**src/rtl/economy_ctrl_pkg.sv**
```systemverilog
// Shared types and cost/income arithmetic for the game economy unit.
package econ_pkg;

   typedef enum logic [1:0] {
      ST_IDLE   = 2'd0,
      ST_RUN    = 2'd1,
      ST_FROZEN = 2'd2
   } econ_state_t;

   localparam logic [14:0] ARMY_COST [8] = '{
      15'd75, 15'd150, 15'd240, 15'd350, 15'd750, 15'd1500, 15'd2000, 15'd2400
   };

   function automatic logic [16:0] upgrade_cost(input logic [2:0] lvl);
      return 17'd100 * ({14'd0, lvl} + 17'd1);
   endfunction

   function automatic logic [16:0] purse_cap(input logic [2:0] lvl);
      return 17'd1000 + 17'd500 * {14'd0, lvl};
   endfunction

   function automatic logic [16:0] income(input logic [2:0] lvl);
      return {14'd0, lvl} + 17'd1;
   endfunction

endpackage

```
**src/rtl/economy_ctrl_if.sv**
```systemverilog
// HUD/engine side signals of the economy unit, plus the FSM state for observation.
interface economy_ctrl_if;
   import econ_pkg::*;

   logic        frame_tick;
   logic        game_init;
   logic        game_over;
   logic [9:0]  click;
   logic        slot_free;
   logic [14:0] money;
   logic [2:0]  purse_level;
   logic        able_to_upgrade;
   logic [7:0]  tower_cnt;
   logic        deploy_valid;
   logic [2:0]  deploy_type;
   logic        fire_valid;
   econ_state_t state;

   // deploy_valid/fire_valid are single-cycle strobes with no ready; the
   // consumer must take them in the cycle they are high or lose them.
   modport master (
      output frame_tick, game_init, game_over, click, slot_free,
      input  money, purse_level, able_to_upgrade, tower_cnt,
             deploy_valid, deploy_type, fire_valid, state
   );

   modport slave (
      input  frame_tick, game_init, game_over, click, slot_free,
      output money, purse_level, able_to_upgrade, tower_cnt,
             deploy_valid, deploy_type, fire_valid, state
   );
endinterface

```
**src/rtl/economy_ctrl_click_arbiter.sv**
```systemverilog
// Rising-edge detect on the ten HUD clicks; the lowest rising index wins.
module click_arbiter (
   input  logic       clk_25MHz,
   input  logic       rst,
   input  logic       clear,
   input  logic [9:0] click,
   output logic       hit,
   output logic [3:0] idx
);
   logic [9:0] click_q;
   logic [9:0] rise;

   always_ff @(posedge clk_25MHz) begin
      if (rst || clear) click_q <= '0;
      else              click_q <= click;
   end

   always_comb begin
      rise = click & ~click_q;
      hit  = |rise;
      idx  = 4'd0;
      // Scan downward so the lowest set index is the one left standing.
      for (int i = 9; i >= 0; i--) begin
         if (rise[i]) idx = 4'(i);
      end
   end
endmodule

```
**src/rtl/economy_ctrl.sv**
```systemverilog
// Game economy: money, purse level and tower charge, with one accepted HUD action per cycle.
module economy_ctrl
   import econ_pkg::*;
#(
   parameter logic [14:0] START_MONEY = 15'd100,
   parameter logic [7:0]  TOWER_MAX   = 8'd150,
   parameter logic [2:0]  PURSE_MAX   = 3'd7
) (
   input logic            clk_25MHz,
   input logic            rst,
   economy_ctrl_if.slave  bus
);
   econ_state_t state;
   logic [14:0] money;
   logic [2:0]  level;
   logic [7:0]  tower;
   logic        dv, fv;
   logic [2:0]  dt;

   logic        hit;
   logic [3:0]  idx;
   logic        upg_ok, dep_ok, fire_ok;
   logic [2:0]  dep_type, new_level;
   logic [16:0] money17, spend, m, cap;
   logic [14:0] money_next;
   logic [7:0]  tower_next;

   click_arbiter u_arb (
      .clk_25MHz (clk_25MHz),
      .rst       (rst),
      .clear     (state == ST_IDLE),
      .click     (bus.click),
      .hit       (hit),
      .idx       (idx)
   );

   always_comb begin
      upg_ok   = 1'b0;
      dep_ok   = 1'b0;
      fire_ok  = 1'b0;
      spend    = '0;
      money17  = {2'b00, money};
      dep_type = 3'(idx - 4'd1);
      if (state == ST_RUN && hit) begin
         if (idx == 4'd0) begin
            if (level < PURSE_MAX && money17 >= upgrade_cost(level)) begin
               upg_ok = 1'b1;
               spend  = upgrade_cost(level);
            end
         end else if (idx <= 4'd8) begin
            if (bus.slot_free && money17 >= {2'b00, ARMY_COST[dep_type]}) begin
               dep_ok = 1'b1;
               spend  = {2'b00, ARMY_COST[dep_type]};
            end
         end else begin
            fire_ok = (tower == TOWER_MAX);
         end
      end
      // Income uses the level held before this cycle's upgrade; the cap uses the new one.
      m = money17 - spend;
      if (bus.frame_tick) m = m + income(level);
      new_level  = level + {2'b00, upg_ok};
      cap        = purse_cap(new_level);
      money_next = (m > cap) ? cap[14:0] : m[14:0];
      if (fire_ok)                                 tower_next = 8'd0;
      else if (bus.frame_tick && tower < TOWER_MAX) tower_next = tower + 8'd1;
      else                                         tower_next = tower;
   end

   always_ff @(posedge clk_25MHz) begin
      if (rst) begin
         state <= ST_IDLE;
         money <= '0;
         level <= '0;
         tower <= '0;
         dv    <= 1'b0;
         dt    <= '0;
         fv    <= 1'b0;
      end else begin
         dv <= 1'b0;
         dt <= '0;
         fv <= 1'b0;
         case (state)
            ST_IDLE: begin
               money <= '0;
               level <= '0;
               tower <= '0;
               if (bus.game_init) begin
                  state <= ST_RUN;
                  money <= START_MONEY;
               end
            end
            ST_RUN: begin
               if (bus.game_init) begin
                  money <= START_MONEY;
                  level <= '0;
                  tower <= '0;
               end else if (bus.game_over) begin
                  state <= ST_FROZEN;
               end else begin
                  money <= money_next;
                  level <= new_level;
                  tower <= tower_next;
                  dv    <= dep_ok;
                  dt    <= dep_ok ? dep_type : 3'd0;
                  fv    <= fire_ok;
               end
            end
            ST_FROZEN: begin
               if (bus.game_init) begin
                  state <= ST_IDLE;
                  money <= '0;
                  level <= '0;
                  tower <= '0;
               end
            end
            default: state <= ST_IDLE;
         endcase
      end
   end

   assign bus.money           = money;
   assign bus.purse_level     = level;
   assign bus.tower_cnt       = tower;
   assign bus.deploy_valid    = dv;
   assign bus.deploy_type     = dt;
   assign bus.fire_valid      = fv;
   assign bus.state           = state;
   assign bus.able_to_upgrade = (state != ST_IDLE) && (level < PURSE_MAX) &&
                                ({2'b00, money} >= upgrade_cost(level));
endmodule

```
**src/flat_wrapper.sv**
```systemverilog
// flat-port wrapper written by rule: the top's interface ports become plain ports
module economy_ctrl_flat import econ_pkg::*;
#(
   parameter logic [14:0] START_MONEY = 15'd100,
   parameter logic [7:0]  TOWER_MAX   = 8'd150,
   parameter logic [2:0]  PURSE_MAX   = 3'd7
)
  (clk_25MHz, rst, bus_frame_tick, bus_game_init, bus_game_over, bus_click, bus_slot_free, bus_money, bus_purse_level, bus_able_to_upgrade, bus_tower_cnt, bus_deploy_valid, bus_deploy_type, bus_fire_valid, bus_state);
  economy_ctrl_if bus_i ();
  input logic clk_25MHz;
  input logic rst;
  input wire logic [$bits(bus_i.frame_tick)-1:0] bus_frame_tick;
  input wire logic [$bits(bus_i.game_init)-1:0] bus_game_init;
  input wire logic [$bits(bus_i.game_over)-1:0] bus_game_over;
  input wire logic [$bits(bus_i.click)-1:0] bus_click;
  input wire logic [$bits(bus_i.slot_free)-1:0] bus_slot_free;
  output wire logic [$bits(bus_i.money)-1:0] bus_money;
  output wire logic [$bits(bus_i.purse_level)-1:0] bus_purse_level;
  output wire logic [$bits(bus_i.able_to_upgrade)-1:0] bus_able_to_upgrade;
  output wire logic [$bits(bus_i.tower_cnt)-1:0] bus_tower_cnt;
  output wire logic [$bits(bus_i.deploy_valid)-1:0] bus_deploy_valid;
  output wire logic [$bits(bus_i.deploy_type)-1:0] bus_deploy_type;
  output wire logic [$bits(bus_i.fire_valid)-1:0] bus_fire_valid;
  output wire logic [$bits(bus_i.state)-1:0] bus_state;
  assign bus_i.frame_tick = bus_frame_tick;
  assign bus_i.game_init = bus_game_init;
  assign bus_i.game_over = bus_game_over;
  assign bus_i.click = bus_click;
  assign bus_i.slot_free = bus_slot_free;
  assign bus_money = bus_i.money;
  assign bus_purse_level = bus_i.purse_level;
  assign bus_able_to_upgrade = bus_i.able_to_upgrade;
  assign bus_tower_cnt = bus_i.tower_cnt;
  assign bus_deploy_valid = bus_i.deploy_valid;
  assign bus_deploy_type = bus_i.deploy_type;
  assign bus_fire_valid = bus_i.fire_valid;
  assign bus_state = bus_i.state;
  economy_ctrl #(.START_MONEY(START_MONEY), .TOWER_MAX(TOWER_MAX), .PURSE_MAX(PURSE_MAX)) u_core (.clk_25MHz(clk_25MHz), .rst(rst), .bus(bus_i));
endmodule
```
**config.mk**
```make
export PLATFORM = sky130hd
export DESIGN_NAME = economy_ctrl_flat
export DESIGN_NICKNAME = d
export VERILOG_FILES = /design/src/rtl/economy_ctrl_pkg.sv /design/src/rtl/economy_ctrl_if.sv /design/src/rtl/economy_ctrl_click_arbiter.sv /design/src/rtl/economy_ctrl.sv /design/src/flat_wrapper.sv
export SDC_FILE = /design/constraint.sdc
export NUM_CORES = 1
export LEC_CHECK = 0
export CAP_MARGIN = 20
export CORE_UTILIZATION = 25
export DETAILED_ROUTE_END_ITERATION = 6
export DONT_BUFFER_PORTS = 1
export SETUP_SLACK_MARGIN = 0.3
export SLEW_MARGIN = 20
export SYNTH_ARGS = -nofsm -noshare
export SYNTH_HDL_FRONTEND = slang
export SYNTH_SLANG_ARGS = --single-unit
```
**constraint.sdc**
```tcl
create_clock -name clk_25MHz -period 17.78 [get_ports clk_25MHz]
set_clock_uncertainty 0.1 [all_clocks]
set_input_delay 3.556 -clock clk_25MHz [delete_from_list [all_inputs] [get_ports clk_25MHz]]
set_output_delay 3.556 -clock clk_25MHz [all_outputs]
set_load 0.01 [all_outputs]
```
==> implementation parameters, run 1 <==
Parameter                              Value

GRT
  Global-route wire length before repair    21100 um
  Grt ovf    0
  Number of antenna violations at the first check in global routing    0
  Via count of the first global-routing pass    around 4000
  Largest net degree at the start of global routing    21
  Global-route usage over all layers    approximately an eighth

Worst setup path
  Critical Path RT    between 15 and 20 ns
  Endpoint of the worst setup timing path    u_core.bus.money[5]
  Top Family by Delay on Critical Path    simple AND/OR/NAND/NOR gates
  Reg2reg start    u_core.u_arb.click_q[9]
  FF-to-FF setup slack    7.41 ns
  Type of element launching the critical path    primary input
  Combined buffer and inverter count along the critical path    2
  FF-to-FF path depth    43
  Delay contributed by the slowest stage of the critical path    slightly above 0.8 ns
  Signal arrival time at the worst endpoint    13.35 ns
  Critical register-to-register path endpoint    u_core.bus.money[5]
  Crit Path Class    in -> reg
  Crit path launch    bus_click[8]
  Worst Path Max Fanout    20
  Element type at the critical path end    flip-flop
  Critical Path Stages    43
  Critical path's slowest cell    sky130_fd_sc_hd__a31oi_2

Yosys
  Number of register bits inferred by synthesis    43
  Dominant cells by area after synthesis    sky130_fd_sc_hd__ha_1 (21%), sky130_fd_sc_hd__dfxtp_1 (17%), sky130_fd_sc_hd__xor2_1 (4.1%)
  Post-synthesis cell type with the largest combined area    sky130_fd_sc_hd__ha_1
  Cell area after technology mapping    4946 um^2
  Share of flip-flops with an asynchronous set or reset after synthesis    0%
  Post-Syn Area per Cell    roughly 8.2 um^2
  Yosys warns    0
  Top cell type's share of synthesized area    21.00%
  Predominant post-synthesis flop cell    sky130_fd_sc_hd__dfxtp_1
  Synthesized netlist cell count    604
  Count of unique library cells instantiated by Yosys    69
  EDFF count, synth    0
  Number of nets produced by synthesis    between 700 and 800
  Register area share after synthesis    17.40%

Min path
  Class of the tightest hold or removal check    reg -> reg

Clocking
  Number of buffers added for setup after CTS    0
  Total of cells resized after clock tree synthesis    0
  Count of H-tree levels built during CTS    2
  CTS buffer count    5
  Worst-case clock buffer depth    2
  Root buf cell    sky130_fd_sc_hd__clkbuf_16
  Clock slew seen by the registers of the worst setup and hold paths    0.06 ns
  Clk_lat worst skew    0.30 ns
  Clock sink total    43
  CTS tree    done
  Post-CTS Hold Fix Bufs    0

Placement
  Placer congestion estimate    0.8649
  Estimated wirelength of the detail-placed design    about 11000 um
  Placement-stage worst setup slack    about 3.9 ns
  Count of buffers inserted at the top-level ports    0

Timing
  Number of pins with negative max-slew slack in the final report    0
  Least setup slack across all paths after layout    4.515 ns
  Number of failing hold endpoints at the final stage    0
  Share of the clock period used by the worst path    74.61%
  Highest attainable clock frequency    75.38 MHz
  Max transition margin    27.31%
  Final Critical Period    13.27 ns
  Number of setup violations in the final report    0
  Unrepaired setup endpoints after global routing    no
  Final hold slack    0.4996 ns
  Final-layout setup total negative slack    0 ns
  Worst-margin pin slew    approximately 1.1 ns

Route
  Drt wl/cell    15.20 um
  Number of detailed-routing iterations run before antenna repair    5
  Overall via count from detail_route    4217
  Routed vias/inst    4.926
  Initial drt markers    247
  Post-detailed-route count of antenna-violating nets    0
  Final wirelength    13010 um
  Number of remaining DRC errors    0

Die
  Initial cell density of the core    25.50%
  Core outline area    about 19000 um^2
  Area of the die    just over 20000 um^2
  Die outline width    ~140 um
  Chip height    around 140 um
  Boundary pin count    50
  Number of placement rows    51

Final layout
  Most common cell after layout, fill and taps aside    sky130_fd_sc_hd__ha_1
  Final core area utilization    27.78%
  Share of post-route cells with drive strength above 1    4.230%
  Final-stage net count    696
  Final antenna diode count    0
  Area growth syn-to-layout    8.955%
  Commonest cells after routing, fill and taps aside    sky130_fd_sc_hd__ha_1 (83), sky130_fd_sc_hd__nand2_1 (46), sky130_fd_sc_hd__dfxtp_1 (43), sky130_fd_sc_hd__nor2_1 (40), sky130_fd_sc_hd__inv_1 (39)

Power
  Power density of the placed cells    65.30 nW/um^2
  Power, Total    0.3519 mW
  Reported leakage power    2.369 nW
  Max IR drop VDD    0.03427 mV

Status
  Run status    finished, final reports clean

Flow run
  # Max-Cap Violations    0
[tightest hold or removal path: stages (launching register included)]
cell,delay [ns]
sky130_fd_sc_hd__dfxtp_1,0.38
sky130_fd_sc_hd__o21ai_0,0.11
sky130_fd_sc_hd__a21oi_1,0.06
[routing by layer]
metal	track usage (%)	vias to the layer above	wire length, um
li1	-	2147	-
met1	18.13	1977	6481
met2	20.25	75	5686
met4	4.131	0	249
met5	0	-	0
met3	2.951	18	590
[cells by family (layout without fill, tap and decap cells)]
logic type      after synthesis  after routing  share of synthesized area [%]
xor+xnor                     43             43                          7.766
buf+inv                      61             48                          4.832
other cells                   1              1                        0.07582
simple gates                218            218                          23.00
flops                        43             43                          17.40
compound gates              138            138                          20.95
mux                           9              9                          1.948
fa+ha+maj                    91             91                          24.03
[where the power goes]
group / total [mW] / internal (mW) / switching (mW) / leakage (nW)
registers: 0.103 / 0.0988 / 0.00464 / 0.348
clock network: 0.107 / 0.0663 / 0.0412 / 0.0838
logic: 0.141 / 0.0587 / 0.0823 / 1.94
total: 0.352 / 0.224 / 0.128 / 2.37
[synth_stat cells, types with 3 or more instances]
cell,n
sky130_fd_sc_hd__a211o_1,3
sky130_fd_sc_hd__nor3_1,8
sky130_fd_sc_hd__o211ai_1,5
sky130_fd_sc_hd__nand2_1,46
sky130_fd_sc_hd__or4_1,5
sky130_fd_sc_hd__nand4b_1,3
sky130_fd_sc_hd__nor4_1,5
sky130_fd_sc_hd__and3_1,12
sky130_fd_sc_hd__dfxtp_1,43
sky130_fd_sc_hd__a31oi_1,3
sky130_fd_sc_hd__o31ai_1,6
sky130_fd_sc_hd__mux2_1,3
sky130_fd_sc_hd__o311ai_1,4
sky130_fd_sc_hd__xor2_1,23
sky130_fd_sc_hd__nand3_1,25
sky130_fd_sc_hd__nor2b_1,9
sky130_fd_sc_hd__a22oi_1,9
sky130_fd_sc_hd__mux2i_1,4
sky130_fd_sc_hd__fa_1,7
sky130_fd_sc_hd__a21o_1,16
sky130_fd_sc_hd__nor4b_1,3
sky130_fd_sc_hd__ha_1,83
sky130_fd_sc_hd__nand4_1,7
sky130_fd_sc_hd__inv_1,39
sky130_fd_sc_hd__o21ai_1,3
sky130_fd_sc_hd__and2_1,20
sky130_fd_sc_hd__a211oi_1,3
sky130_fd_sc_hd__nor2_1,40
sky130_fd_sc_hd__nand2b_1,19
sky130_fd_sc_hd__a221oi_1,3
sky130_fd_sc_hd__o21ai_0,14
sky130_fd_sc_hd__or3_1,9
sky130_fd_sc_hd__o221a_1,3
sky130_fd_sc_hd__a21oi_1,29
sky130_fd_sc_hd__clkbuf_1,17
sky130_fd_sc_hd__xnor2_1,19
sky130_fd_sc_hd__o21a_1,10
[sequential cells by signal, summed over array words and instances (netlist names)]
register,cells
u_core.bus.deploy_type,3
u_core.bus.tower_cnt,8
u_core.bus.purse_level,3
u_core.bus.fire_valid,1
u_core.bus.state,2
u_core.u_arb.click_q,10
u_core.bus.deploy_valid,1
u_core.bus.money,15
[metrics by stage]
stage | cells | instance area [um^2]
6_report | 856 | 5389
2_1_floorplan | 604 | 4946
3_5_place_dp | 848 | 5211
5_1_grt | 856 | 5389
3_3_place_gp | 848 | 5211
4_1_cts | 856 | 5380
[final cells by class]
class	instances	area (um^2)
inverter	39	146.4
sequential	43	860.8
clock buffer	5	125.1
timing repair buffer	1	7.507
clock inverter	3	43.79
multi-input combinational	500	3874
fill	2116	14010
tap	265	331.6
[how the worst min path moves through the flow]
| stage | slack (ns) | to | start | depth (start not counted) |
|---|---|---|---|---|
| 3_3_place_gp | 0.48 | u_core.bus.state[1] | u_core.bus.state[1] | 2 |
| 2_1_floorplan | 0.43 | u_core.bus.money[11] | u_core.bus.money[11] | 2 |
| 4_1_cts | 0.51 | u_core.bus.state[1] | u_core.bus.state[1] | 2 |
| 5_1_grt | 0.56 | u_core.bus.state[1] | u_core.bus.state[1] | 2 |
| 3_5_place_dp | 0.49 | u_core.bus.state[1] | u_core.bus.state[1] | 2 |
| 6_report | 0.50 | u_core.bus.state[1] | u_core.bus.state[1] | 2 |
Power figures use the tool's default switching activity.
==> run 2, diff against run 1 <==
==> constraint.sdc (replaced) <==
create_clock -name clk_25MHz -period 12.4 [get_ports clk_25MHz]
set_clock_uncertainty 0.1 [all_clocks]
set_input_delay 2.48 -clock clk_25MHz [delete_from_list [all_inputs] [get_ports clk_25MHz]]
set_output_delay 2.48 -clock clk_25MHz [all_outputs]
set_load 0.01 [all_outputs]
==> run 2 against run 1 <==
Sequential cell count did not move. Total power rose by 44%. Count of clock-buffer cells in the layout is the same. Sequential power up 45%. Combinational power rose by 46%.
==> implementation parameters, run 2 (synthesis gave the netlist of run 1 again) <==
Parameter                              Value

Status
  Run status    finished, final reports clean

Clocking
  Clock slew seen by the registers of the worst setup and hold paths    0.07 ns (about the same)
  Root buf cell    sky130_fd_sc_hd__clkbuf_16
  Number of buffers added for setup after CTS    0 (unchanged)
  Post-CTS Hold Fix Bufs    0 (unchanged)
  Count of H-tree levels built during CTS    2 (unchanged)
  Total of cells resized after clock tree synthesis    0 (unchanged)
  Worst-case clock buffer depth    2 (unchanged)
  CTS tree    done
  CTS buffer count    5 (unchanged)
  Clock sink total    43 (unchanged)
  Clk_lat worst skew    0.29 ns (about the same)

Timing
  Number of pins with negative max-slew slack in the final report    0 (unchanged)
  Number of setup violations in the final report    0 (unchanged)
  Share of the clock period used by the worst path    91.85%
  Final Critical Period    approximately 11 ns
  Least setup slack across all paths after layout    1.011 ns (-3.503 ns)
  Worst-margin pin slew    0.9868 ns (-0.1006 ns)
  Number of failing hold endpoints at the final stage    0 (unchanged)
  Max transition margin    34.04% (+6.7 points)
  Final-layout setup total negative slack    0 ns (unchanged)
  Highest attainable clock frequency    about 88 MHz
  Unrepaired setup endpoints after global routing    no

Final layout
  Layout Cells excl Fill    860 (+0.47%)
  Number of flip-flops under the largest register name    15 (unchanged)
  Register bank with the most flops    u_core.bus.money
  Most common cell after layout, fill and taps aside    sky130_fd_sc_hd__ha_1
  Commonest cells after routing, fill and taps aside    sky130_fd_sc_hd__ha_1 (83), sky130_fd_sc_hd__nand2_1 (46), sky130_fd_sc_hd__dfxtp_1 (43), sky130_fd_sc_hd__nor2_1 (40), sky130_fd_sc_hd__inv_1 (39)
  Final antenna diode count    0 (unchanged)
  Final-stage net count    700 (+0.57%)
  Area growth syn-to-layout    9.385%
  Share of post-route cells with drive strength above 1    4.874% (+0.64 points)

Placement
  # placed instances    852 (+0.47%)
  Placer congestion estimate    0.8599 (-0.58%)
  Estimated wirelength of the detail-placed design    10750 um (+1.2%)
  Count of buffers inserted at the top-level ports    0 (unchanged)
  Placement-stage worst setup slack    0.8067 ns (-3.115 ns)

Min path
  Number of cells on the worst hold path    2 (unchanged)
  Class of the tightest hold or removal check    reg -> reg

GRT
  Largest net degree at the start of global routing    15 (-29%)
  Number of antenna violations at the first check in global routing    0 (unchanged)
  Global-route usage over all layers    13.08% (-0.097 points)
  Global-route wire length before repair    21080 um (about the same)
  Via count of the first global-routing pass    4002 (+0.25%)
  Grt ovf    0 (unchanged)

Route
  Number of remaining DRC errors    0 (unchanged)
  Overall via count from detail_route    4258 (+0.97%)
  Initial drt markers    240 (-2.8%)
  Drt wl/cell    15.28 um (+0.53%)
  Routed vias/inst    4.951 (+0.50%)
  Post-detailed-route count of antenna-violating nets    0 (unchanged)
  Number of detailed-routing iterations run before antenna repair    7 (+2)
  Final wirelength    13140 um (+1.0%)

Worst setup path
  Delay contributed by the slowest stage of the critical path    0.65 ns (-0.16 ns)
  Worst Path Max Fanout    11 (-45%)
  Signal arrival time at the worst endpoint    11.47 ns (-1.88 ns)
  Cell seen most often among critical-path stages    sky130_fd_sc_hd__a21o_1
  Critical Path RT    12.48 ns (-5.39 ns)
  Crit Path Class    in -> reg
  Type of element launching the critical path    primary input
  Element type at the critical path end    flip-flop
  FF-to-FF path depth    35 (-19%)
  Critical path's slowest cell    sky130_fd_sc_hd__nor4_2

Power
  Reported leakage power    2.389 nW (+0.86%)
  Power density of the placed cells    93.67 nW/um^2 (+43%)
  Max IR drop VDD    0.04693 mV (+37%)

Die
  Chip height    142.7 um (unchanged)
  Number of placement rows    51 (unchanged)
  Initial cell density of the core    25.50% (unchanged)
  Core outline area    19400 um^2 (unchanged)
  Boundary pin count    50 (unchanged)
  Area of the die    20350 um^2 (unchanged)
  Die outline width    142.7 um (unchanged)

Flow run
  # Max-Cap Violations    0 (unchanged)
## run 2: power by group
| group | internal [mW] | leakage, nW | switching [mW] |
|---|---|---|---|
| registers | 0.142 | 0.348 | 0.00694 |
| logic | 0.0873 | 1.96 | 0.119 |
| clock network | 0.0950 | 0.0838 | 0.0568 |
| total | 0.324 | 2.39 | 0.183 |
## run 2: critical path: cells and delay by family
| kind | cells | cell delay [ns] |
|---|---|---|
| AO/OA/AOI/OAI | 16 | 2.53 |
| XOR/XNOR | 3 | 0.56 |
| multiplexers | 2 | 0.65 |
| buffers and inverters | 4 | 0.49 |
| AND/OR/NAND/NOR | 15 | 2.98 |
| adder cells (fa/ha/maj) | 6 | 1.79 |
## run 2: layer usage
| layer | vias to the layer above | wire length, um | GRT usage [%] |
|---|---|---|---|
| met5 | - | 0 | 0 |
| met4 | 0 | 165 | 3.113 |
| met3 | 11 | 737 | 2.918 |
| met2 | 89 | 5949 | 21.08 |
| met1 | 2005 | 6286 | 17.58 |
| li1 | 2153 | - | - |
## run 2: final cells by class
type,count,area (um^2)
fill,2123,13990
multi-input combinational,500,3865
sequential,43,860.8
tap,265,331.6
inverter,39,146.4
clock buffer,5,125.1
clock inverter,3,43.79
timing repair buffer,5,37.54
## run 2: final timing paths
path	end	startpoint	slack [ns]
setup reg to reg	u_core.bus.money[5]	u_core.bus.purse_level[0]	2.57
setup / recovery	u_core.bus.money[5]	bus_click[8]	1.01
hold / removal	u_core.bus.state[1]	u_core.bus.state[1]	0.48
hold reg to reg	u_core.bus.state[1]	u_core.bus.state[1]	0.48
## run 2: through the flow
stage	hold slack, ns	total power [mW]	utilization (%)	area, um^2
3_5_place_dp	0.4884	0.3550	27.02	5241
6_report	0.4815	0.5068	27.89	5410
2_1_floorplan	0.4292	0.3145	-	4946
5_1_grt	0.5479	0.5396	27.89	5410
3_3_place_gp	0.4812	0.3544	27.02	5241
4_1_cts	0.4972	0.5097	27.89	5410
